[config.mk]
export PLATFORM = sky130hd
export DESIGN_NAME = pixel_serializer
export DESIGN_NICKNAME = d
export VERILOG_FILES = /design/src/rtl/pixel_serializer_pkg.sv /design/src/rtl/pixel_serializer_unpacker.sv /design/src/rtl/pixel_serializer.sv
export SDC_FILE = /design/constraint.sdc
export NUM_CORES = 1
export LEC_CHECK = 0
export CORE_MARGIN = 10
export CORE_UTILIZATION = 54
export DETAILED_ROUTE_END_ITERATION = 10
export PLACE_DENSITY = 0.85
export REMOVE_ABC_BUFFERS = 1
export SLEW_MARGIN = 5
export SYNTH_ARGS = -nofsm -noshare
export SYNTH_HDL_FRONTEND = slang
export SYNTH_SLANG_ARGS = --single-unit
[constraint.sdc]
create_clock -name clk -period 2.95 [get_ports clk]
set_input_delay 0.295 -clock clk [delete_from_list [all_inputs] [get_ports clk]]
set_output_delay 0.295 -clock clk [all_outputs]
set_load 0.02 [all_outputs]
[src/rtl/pixel_serializer_pkg.sv]
// rtl/pixel_serializer_pkg.sv - shared state type and width helpers for pixel_serializer.
package pixel_serializer_pkg;

  typedef enum logic [1:0] {
    IDLE     = 2'd0,
    WAIT_SOF = 2'd1,
    STREAM   = 2'd2,
    DONE     = 2'd3
  } state_e;

  // Widths never collapse below one bit so degenerate sizes still elaborate.
  function automatic int min1_clog2(input int v);
    return ($clog2(v) < 1) ? 1 : $clog2(v);
  endfunction

  function automatic int word_w(input int pixel_bit_width, input int pixels_per_burst);
    return pixel_bit_width * pixels_per_burst;
  endfunction

  function automatic int lane_w(input int pixels_per_burst);
    return min1_clog2(pixels_per_burst);
  endfunction

  function automatic int col_w(input int in_cols);
    return min1_clog2(in_cols);
  endfunction

  function automatic int row_w(input int in_rows);
    return min1_clog2(in_rows);
  endfunction

endpackage

[src/rtl/pixel_serializer_unpacker.sv]
// rtl/pixel_serializer_unpacker.sv - one-word buffer that emits its lanes one pixel per handshake.
module burst_unpacker
  import pixel_serializer_pkg::*;
#(
  parameter int PIXEL_BIT_WIDTH  = 8,
  parameter int PIXELS_PER_BURST = 4
) (
  input  logic                                                  clk,
  input  logic                                                  srst,
  input  logic                                                  wait_sof_i,
  input  logic                                                  stream_en_i,
  input  logic                                                  s_tvalid_i,
  input  logic [word_w(PIXEL_BIT_WIDTH, PIXELS_PER_BURST)-1:0]  s_tdata_i,
  input  logic                                                  s_tuser_i,
  output logic                                                  s_tready_o,
  output logic                                                  m_tvalid_o,
  input  logic                                                  m_tready_i,
  output logic [PIXEL_BIT_WIDTH-1:0]                            m_tdata_o,
  output logic                                                  load_o,
  output logic                                                  m_fire_o
);

  localparam int WORD_W = word_w(PIXEL_BIT_WIDTH, PIXELS_PER_BURST);
  localparam int LANE_W = lane_w(PIXELS_PER_BURST);
  localparam logic [LANE_W-1:0] LAST_LANE = LANE_W'(PIXELS_PER_BURST - 1);

  logic [WORD_W-1:0] word_q, word_d;
  logic              full_q, full_d;
  logic [LANE_W-1:0] lane_q, lane_d;
  logic              last_lane;

  assign last_lane  = (lane_q == LAST_LANE);
  // While hunting for SOF every word is taken so non-SOF words can be dropped.
  assign s_tready_o = wait_sof_i ? 1'b1
                    : (stream_en_i && (!full_q || (m_tready_i && last_lane)));
  assign load_o     = s_tvalid_i && s_tready_o && (!wait_sof_i || s_tuser_i);
  assign m_fire_o   = full_q && m_tready_i;
  assign m_tvalid_o = full_q;
  assign m_tdata_o  = word_q[lane_q*PIXEL_BIT_WIDTH +: PIXEL_BIT_WIDTH];

  always_comb begin
    word_d = word_q;
    full_d = full_q;
    lane_d = lane_q;
    if (load_o) begin
      word_d = s_tdata_i;
      full_d = 1'b1;
      lane_d = '0;
    end else if (m_fire_o) begin
      if (last_lane) begin
        full_d = 1'b0;
        lane_d = '0;
      end else begin
        lane_d = lane_q + 1'b1;
      end
    end
  end

  always_ff @(posedge clk or posedge srst) begin
    if (srst) begin
      word_q <= '0;
      full_q <= 1'b0;
      lane_q <= '0;
    end else begin
      word_q <= word_d;
      full_q <= full_d;
      lane_q <= lane_d;
    end
  end

endmodule

[src/rtl/pixel_serializer.sv]
// rtl/pixel_serializer.sv - frame FSM, coordinates and ap handshakes; SERIALIZER_SOF_RESYNC_EN enables mid-frame SOF resync.
module pixel_serializer
  import pixel_serializer_pkg::*;
#(
  parameter int PIXEL_BIT_WIDTH  = 8,
  parameter int PIXELS_PER_BURST = 4,
  parameter int IN_COLS          = 16,
  parameter int IN_ROWS          = 8
) (
  input  logic                                                  clk,
  input  logic                                                  srst,
  input  logic                                                  ap_start,
  output logic                                                  ap_ready,
  output logic                                                  ap_idle,
  output logic                                                  ap_done,
  input  logic                                                  s_axis_tvalid,
  output logic                                                  s_axis_tready,
  input  logic [word_w(PIXEL_BIT_WIDTH, PIXELS_PER_BURST)-1:0]  s_axis_tdata,
  input  logic                                                  s_axis_tuser,
  output logic                                                  m_axis_tvalid,
  input  logic                                                  m_axis_tready,
  output logic [PIXEL_BIT_WIDTH-1:0]                            m_axis_tdata,
  output logic [col_w(IN_COLS)-1:0]                             cnt_col,
  output logic [row_w(IN_ROWS)-1:0]                             cnt_row,
  output logic                                                  sof_err
);

  localparam int COL_W       = col_w(IN_COLS);
  localparam int ROW_W       = row_w(IN_ROWS);
  localparam int TOTAL_WORDS = (IN_ROWS * IN_COLS) / PIXELS_PER_BURST;
  localparam int WCNT_W      = $clog2(TOTAL_WORDS + 1);
  localparam logic [COL_W-1:0]  LAST_COL   = COL_W'(IN_COLS - 1);
  localparam logic [ROW_W-1:0]  LAST_ROW   = ROW_W'(IN_ROWS - 1);
  localparam logic [WCNT_W-1:0] WORDS_FULL = WCNT_W'(TOTAL_WORDS);

  state_e            state_q, state_d;
  logic [COL_W-1:0]  col_q, col_d;
  logic [ROW_W-1:0]  row_q, row_d;
  logic [WCNT_W-1:0] wcnt_q, wcnt_d;
  logic              load, m_fire, wait_sof, stream_en, resync, last_pixel;

  assign wait_sof   = (state_q == WAIT_SOF);
  // Once the frame's last word is buffered, later words stay upstream for the next frame.
  assign stream_en  = (state_q == STREAM) && (wcnt_q != WORDS_FULL);
  assign last_pixel = (col_q == LAST_COL) && (row_q == LAST_ROW);

  burst_unpacker #(
    .PIXEL_BIT_WIDTH (PIXEL_BIT_WIDTH),
    .PIXELS_PER_BURST(PIXELS_PER_BURST)
  ) u_unpacker (
    .clk        (clk),
    .srst       (srst),
    .wait_sof_i (wait_sof),
    .stream_en_i(stream_en),
    .s_tvalid_i (s_axis_tvalid),
    .s_tdata_i  (s_axis_tdata),
    .s_tuser_i  (s_axis_tuser),
    .s_tready_o (s_axis_tready),
    .m_tvalid_o (m_axis_tvalid),
    .m_tready_i (m_axis_tready),
    .m_tdata_o  (m_axis_tdata),
    .load_o     (load),
    .m_fire_o   (m_fire)
  );

`ifdef SERIALIZER_SOF_RESYNC_EN
  logic sof_err_q, sof_err_d;
  assign resync    = (state_q == STREAM) && load && s_axis_tuser;
  assign sof_err_d = ((state_q == IDLE) && ap_start) ? 1'b0 : (sof_err_q || resync);
  always_ff @(posedge clk or posedge srst) begin
    if (srst) sof_err_q <= 1'b0;
    else      sof_err_q <= sof_err_d;
  end
  assign sof_err = sof_err_q;
`else
  assign resync  = 1'b0;
  assign sof_err = 1'b0;
`endif

  always_comb begin
    state_d = state_q;
    col_d   = col_q;
    row_d   = row_q;
    wcnt_d  = wcnt_q;
    case (state_q)
      IDLE: begin
        if (ap_start) begin
          state_d = WAIT_SOF;
          col_d   = '0;
          row_d   = '0;
          wcnt_d  = '0;
        end
      end
      WAIT_SOF: begin
        if (load) begin
          state_d = STREAM;
          wcnt_d  = WCNT_W'(1);
        end
      end
      STREAM: begin
        if (m_fire) begin
          if (last_pixel) state_d = DONE;
          if (col_q == LAST_COL) begin
            col_d = '0;
            row_d = (row_q == LAST_ROW) ? '0 : row_q + 1'b1;
          end else begin
            col_d = col_q + 1'b1;
          end
        end
        // A resync word restarts the frame as its word 0 at (0,0).
        if (resync) begin
          col_d  = '0;
          row_d  = '0;
          wcnt_d = WCNT_W'(1);
        end else if (load) begin
          wcnt_d = wcnt_q + 1'b1;
        end
      end
      DONE:    state_d = IDLE;
      default: state_d = IDLE;
    endcase
  end

  always_ff @(posedge clk or posedge srst) begin
    if (srst) begin
      state_q <= IDLE;
      col_q   <= '0;
      row_q   <= '0;
      wcnt_q  <= '0;
    end else begin
      state_q <= state_d;
      col_q   <= col_d;
      row_q   <= row_d;
      wcnt_q  <= wcnt_d;
    end
  end

  assign ap_idle  = (state_q == IDLE);
  assign ap_ready = (state_q == IDLE);
  assign ap_done  = (state_q == DONE);
  assign cnt_col  = col_q;
  assign cnt_row  = row_q;

endmodule
# Word level (Yosys, flattened, before mapping)
# Cells that the tools add are included.
dict set report word_totals {
  ff_bits 50
  latch_bits 0
  ramBits 0
  romBits 0
  in_bits 38
  output_inout_bits 21
  word_cells 71
  memories 0
}
dict set report op_classes {
  n_addsub 4
  n_mul 0
  div_mod_pow 0
  n_lt_le_gt_ge 0
  eq_ne 13
  shift 1
  muxes 25
  n_bitwise 0
  reduce_logical 21
}
# cell count
set op_table {}
lappend op_table {{32-bit by 6-bit indexed part select with 8-bit output} 1}
lappend op_table {{6-bit 2-to-1 mux} 3}
lappend op_table {{6-bit one-hot mux with 3 select lines} 1}
lappend op_table {{2-bit 2-to-1 mux} 7}
lappend op_table {{3-bit 2-to-1 mux} 4}
lappend op_table {{4-bit 2-to-1 mux} 3}
lappend op_table {{4-bit AND reduction} 3}
lappend op_table {{2-bit != test, second input constant} 5}
lappend op_table {{2-bit one-hot mux with 4 select lines} 1}
lappend op_table {{4-bit one-hot mux with 2 select lines} 1}
lappend op_table {{1-bit logical AND} 7}
lappend op_table {{6-bit by 1-bit adder with 6-bit output, second input constant} 1}
lappend op_table {{2-bit == test, second input constant} 3}
lappend op_table {{6-bit != test, second input constant} 1}
lappend op_table {{3-bit one-hot mux with 2 select lines} 1}
lappend op_table {{2-bit nonzero test} 3}
lappend op_table {{4-bit by 1-bit adder with 4-bit output, second input constant} 1}
lappend op_table {{4-bit == test, second input constant} 1}
lappend op_table {{1-bit 2-to-1 mux} 4}
lappend op_table {{3-bit by 1-bit adder with 3-bit output, second input constant} 1}
lappend op_table {{3-bit == test, second input constant} 1}
lappend op_table {{3-bit AND reduction} 1}
lappend op_table {{3-bit nonzero test} 1}
lappend op_table {{2-bit by 1-bit adder with 2-bit output, second input constant} 1}
lappend op_table {{other kinds (6)} 8}

# Longest topological paths before layout
dict set report logic_depth {
  depth_word 9
  ltp_mapped 7
  depth_no_buf 6
}

# Cells and area by module
# A second synthesis with hierarchy kept.
dict set report hier_totals {
  hier_cells 196
  hier_area_um2 2534.9
}
# mod instances cells_each area_each_um2 seq_area_each_um2
set modules_own_cells {}
lappend modules_own_cells {burst_unpacker 1 98 1574.0 875.8}
lappend modules_own_cells {pixel_serializer 1 98 960.9 375.4}

# Worst setup path after synthesis
# Ideal clock, no wire load.
dict set report synth_timing {
  path_type {reg-to-reg}
  start {register state_q[0]}
  end {register row_q[0], in the netlist cnt_row[0]}
  setup_time_ps 125
  arrival_time_ps 1819
  t_required_ps 2825
  setup_slack_ps 1006
  path_stages_with_launch 7
  path_buffers 0
  synth_period_minus_slack_ps 1944
  path_cell_list {dfrtp_1 inv_1 ha_1 nor2_1 a211o_1 a21oi_1 mux2_2}
}
dict set report synth_between {
  elab_chain_len 3
  elab_cells_between_ends 8
  cone_classes {eq/ne: 4; mux: 1; reduce/logical: 3}
}
# element line_no
set synth_rtl {}
lappend synth_rtl {{start, declared} pixel_serializer.sv:36} ;# state_e state_q, state_d;
lappend synth_rtl {{start signal, assigned} pixel_serializer.sv:131} ;# state_q <= state_d;
lappend synth_rtl {{2-bit zero test (*)} -}
lappend synth_rtl {{named net ap_idle} pixel_serializer.sv:14} ;# output logic ap_idle,
lappend synth_rtl {{2-bit != test (no source line) or 2-bit nonzero test (tied branches)} -}
lappend synth_rtl {{4-bit AND reduction (no source line)} -}
lappend synth_rtl {{end signal, assigned} pixel_serializer.sv:133} ;# row_q <= row_d;
lappend synth_rtl {{end, declared} pixel_serializer.sv:38} ;# logic [ROW_W-1:0] row_q, row_d;
# The timed path passes the listed nets; every way through them passes the cells marked *.
# A chain may end at the register's enable or synchronous reset.

# Final worst setup path
dict set report layout_timing {
  start {register state_q[0]}
  end {output port s_axis_tready}
}
dict set report layout_between {
  elab_chain_len 4
  elab_cells_between_ends 5
  cone_classes {eq/ne: 2; mux: 1; reduce/logical: 2}
}
# element line_no
set layout_rtl {}
lappend layout_rtl {{2-bit == test} pixel_serializer.sv:44} ;# assign stream_en = (state_q == STREAM) && (wcnt_q != WORDS_FULL);
lappend layout_rtl {{1-bit logical AND} pixel_serializer.sv:44}
lappend layout_rtl {{1-bit logical AND} pixel_serializer_unpacker.sv:35} ;# : (stream_en_i && (!full_q || (m_tready_i && last_lane)));
lappend layout_rtl {{1-bit 2-to-1 mux (*)} pixel_serializer_unpacker.sv:34} ;# assign s_tready_o = wait_sof_i ? 1'b1
lappend layout_rtl {{end, declared} pixel_serializer.sv:17} ;# output logic s_axis_tready,
# Mark *: on every way between the ends. The rest lies on a longest branch, timed or not.

==> results.sh <==
export IMPL_grt_overflow_total=0
export IMPL_syn_to_final_growth_pct=28.6
export IMPL_synth_area_leaders="dfrtp_1, mux2_4, mux4_2"
export IMPL_drt_initial_drc_count=77
export IMPL_synth_most_common_cell="dfrtp_1"
export IMPL_synth_compound_area_share_pct=8.58
export IMPL_viasPerCell=5.58
export IMPL_synth_top_cell_area_share_pct=47.2
export IMPL_synth_top_family_by_area="multiplexers"
export IMPL_wire_per_inst_um=17.6
export IMPL_drtPass1Iterations=4
export IMPL_synthArstFlopShare_pct=100
export IMPL_status="finished, final reports clean"
export IMPL_slowest_delay_ps=600
export IMPL_synth_edf_count=0
export IMPL_relSlewSlack_pct=56.6
export IMPL_antenna_found_initial=0
export IMPL_route_detailed_drc=0
export IMPL_crit_arrival_ps=2420
export IMPL_worstSkewPairLatency_ps=300
export IMPL_clockRootBuffer="clkbuf_8"
export IMPL_finalWeightedCongestion=0.844
export IMPL_clockBufferDepth=2
export IMPL_rsz0062_at_grt="no"
export IMPL_p_clk_share_pct=13.2
export IMPL_ys_warnings_count=0
export IMPL_synth_mux_area_share_pct=27.1
export IMPL_cp_end_kind="output port"
export IMPL_grt_pass1_vias=1947
export IMPL_fp_dieH_um=90.1
export IMPL_finish_utilization_pct=71.7
export IMPL_crit_chain="inv_1 -> ha_1 -> o211ai_4 -> or2b_1 -> clkdlybuf4s50_1"
export IMPL_switching_share_pct=35.5
export IMPL_power_density_mw_per_mm2=1060
export IMPL_hold_viol=0
export IMPL_hp_class="in -> async"
export IMPL_path_max_fanout=20
export IMPL_yosys_area_share_simple_pct=8.49
export IMPL_num_nets_final=305
export IMPL_crit_family="buffers and inverters"
export IMPL_fin_cells=324
export IMPL_report_final_slew_viol_count=0
export IMPL_pwr_share_seq_pct=32.3
export IMPL_fillers=334
export IMPL_postSynthAreaPerCell_um2=13.5
export IMPL_start_util_pct=55.8
export IMPL_die_area_mm2=0.00812
export IMPL_synthCells=197
export IMPL_placementRows=25
export IMPL_fin_setup_tns_ps=0
export IMPL_ys_seq_area_share_pct=47.2
export IMPL_worst_pin_slew_ps=651
export IMPL_total_power_w=0.00361
export IMPL_clk_pin_slew_ps=90
export IMPL_placed_area_mm2=0.00330
export IMPL_critPathSlowestCell="clkdlybuf4s50_1"
export IMPL_clock_skew_ps=6.72
export IMPL_coreArea_mm2=0.00475
export IMPL_critical_path_buf_inv_count=2
export IMPL_ys_seq_elements=50
export IMPL_finalInstanceArea_mm2=0.00341
export IMPL_via_count=1807
export IMPL_crit_type="reg -> out"
export IMPL_portBuffers=57
export IMPL_post_dp_hpwl_um=4090
export IMPL_leakage_nw=1.46
export IMPL_cp_start_kind="flop"
export IMPL_ys_types=43
export IMPL_synth_area_leader_cell="dfrtp_1"
export IMPL_drive_above_1_share_pct=23.7
export IMPL_numCtsBuffers=5
export IMPL_setup_violations=0
export IMPL_synth_xor_area_share_pct=0
export IMPL_grt_max_degree=31
export IMPL_power_internal_w=0.00233
export IMPL_grt_pass1_wl_um=9670
export IMPL_post_cts_buffers=0
export IMPL_synth_top_cells_by_count="dfrtp_1, mux2_4, nand2_1"
export IMPL_yosys_most_used_dff="dfrtp_1"
export IMPL_cts_tree="built"
export IMPL_post_route_min_period_ps=2710
export IMPL_power_switching_w=0.00128
export IMPL_die_w_um=90.1
export IMPL_final_period_utilization_pct=92.0
export IMPL_ir_drop_v=0.000806
export IMPL_fmax_mhz=368
export IMPL_ioPinCount=59
export IMPL_wirelength_um=5690
export IMPL_post_cts_resized=0
export IMPL_grt_usage_pct=14.4
export IMPL_synthesis_area_mm2=0.00265
export IMPL_antenna_left=0
export IMPL_yosys_area_share_adder_pct=4.72
export IMPL_cts_hold_buffers=0
export IMPL_pwr_share_comb_pct=54.5
export IMPL_diodes=0
export IMPL_critPathRequiredTime_ps=2650
export IMPL_place_inst=317
export IMPL_drv_cap=0
export IMPL_clock_sinks=50
export IMPL_htreeDepth=2
-- per-layer routing --
metal	vias to the layer above	GRT usage [%]	routed length, µm
met2	56	22.7	2660
met4	0	4.91	97
li1	844	-	-
met5	-	0	0
met3	11	4.07	282
met1	896	18.5	2650
-- cell usage in the layout, fill, tap and decap left out, types with 2 or more instances in the layout --
cell type        instances
mux2_2                   7
dfrtp_1                 50
clkbuf_8                 5
mux2_4                  28
nor2b_1                  4
nor2_1                   2
buf_4                    3
nand2_1                 13
nand3_1                  9
nand2b_1                 2
o211ai_1                 7
ha_1                    10
nor3b_1                  2
buf_12                   2
mux4_2                   8
clkdlybuf4s50_1         57
a21oi_1                  3
mux2i_1                  4
nor3_1                   5
o21ai_0                  4
inv_1                    8
-- cells by family after synthesis --
group,after synthesis
buf+inv,18
mux,47
other cells,1
compound gates,28
simple gates,43
fa+ha+maj,10
flops,50
-- final cells by class --
class / instances / area, µm² / share of cell area [%]
inverters: 9 / 33.8 / 0.990
well taps: 67 / 83.8 / 2.46
repair buffers: 62 / 633 / 18.6
multi-input cells: 129 / 1300 / 38.2
clock inverters: 2 / 38.8 / 1.14
flip-flops and latches: 50 / 1250 / 36.7
clock buffers: 5 / 68.8 / 2.02
-- worst paths after layout --
kind / from / cells past startpoint / endpoint / slack (ps)
min reg2reg: u_unpacker.word_q[30] / 1 / u_unpacker.word_q[30] / 510
min in group clk: u_unpacker.word_q[30] / 1 / u_unpacker.word_q[30] / 510
max: state_q[0] / 5 / s_axis_tready / 240
min: srst / 2 / u_unpacker.m_tvalid_o / 310
max in group asynchronous: srst / 3 / u_unpacker.word_q[19] / 1920
max reg2reg: state_q[0] / 6 / u_unpacker.word_q[28] / 520
-- registers in the layout, summed over array words and instances (netlist names) --
register               count
wcnt_q                     6
u_unpacker.word_q         32
u_unpacker.m_tvalid_o      1
cnt_col                    4
u_unpacker.lane_q          2
cnt_row                    3
state_q                    2
-- power groups by stage --
stage          clock network [W]  registers, W  logic (W)
2_1_floorplan                  0       0.00119    0.00129
3_3_place_gp                   0       0.00116    0.00194
3_5_place_dp                   0       0.00117    0.00196
4_1_cts                 0.000486       0.00117    0.00199
5_1_grt                 0.000512       0.00121    0.00213
6_report                0.000478       0.00117    0.00197
-- metrics by stage --
step / hold slack (ps) / setup WS [ps]
finish: 310 / 236
global route: 341 / 55.1
floorplan: 437 / 379
CTS: 326 / 227
detailed placement: 488 / 536
global placement: 485 / 582
Power figures use the tool's default switching activity.
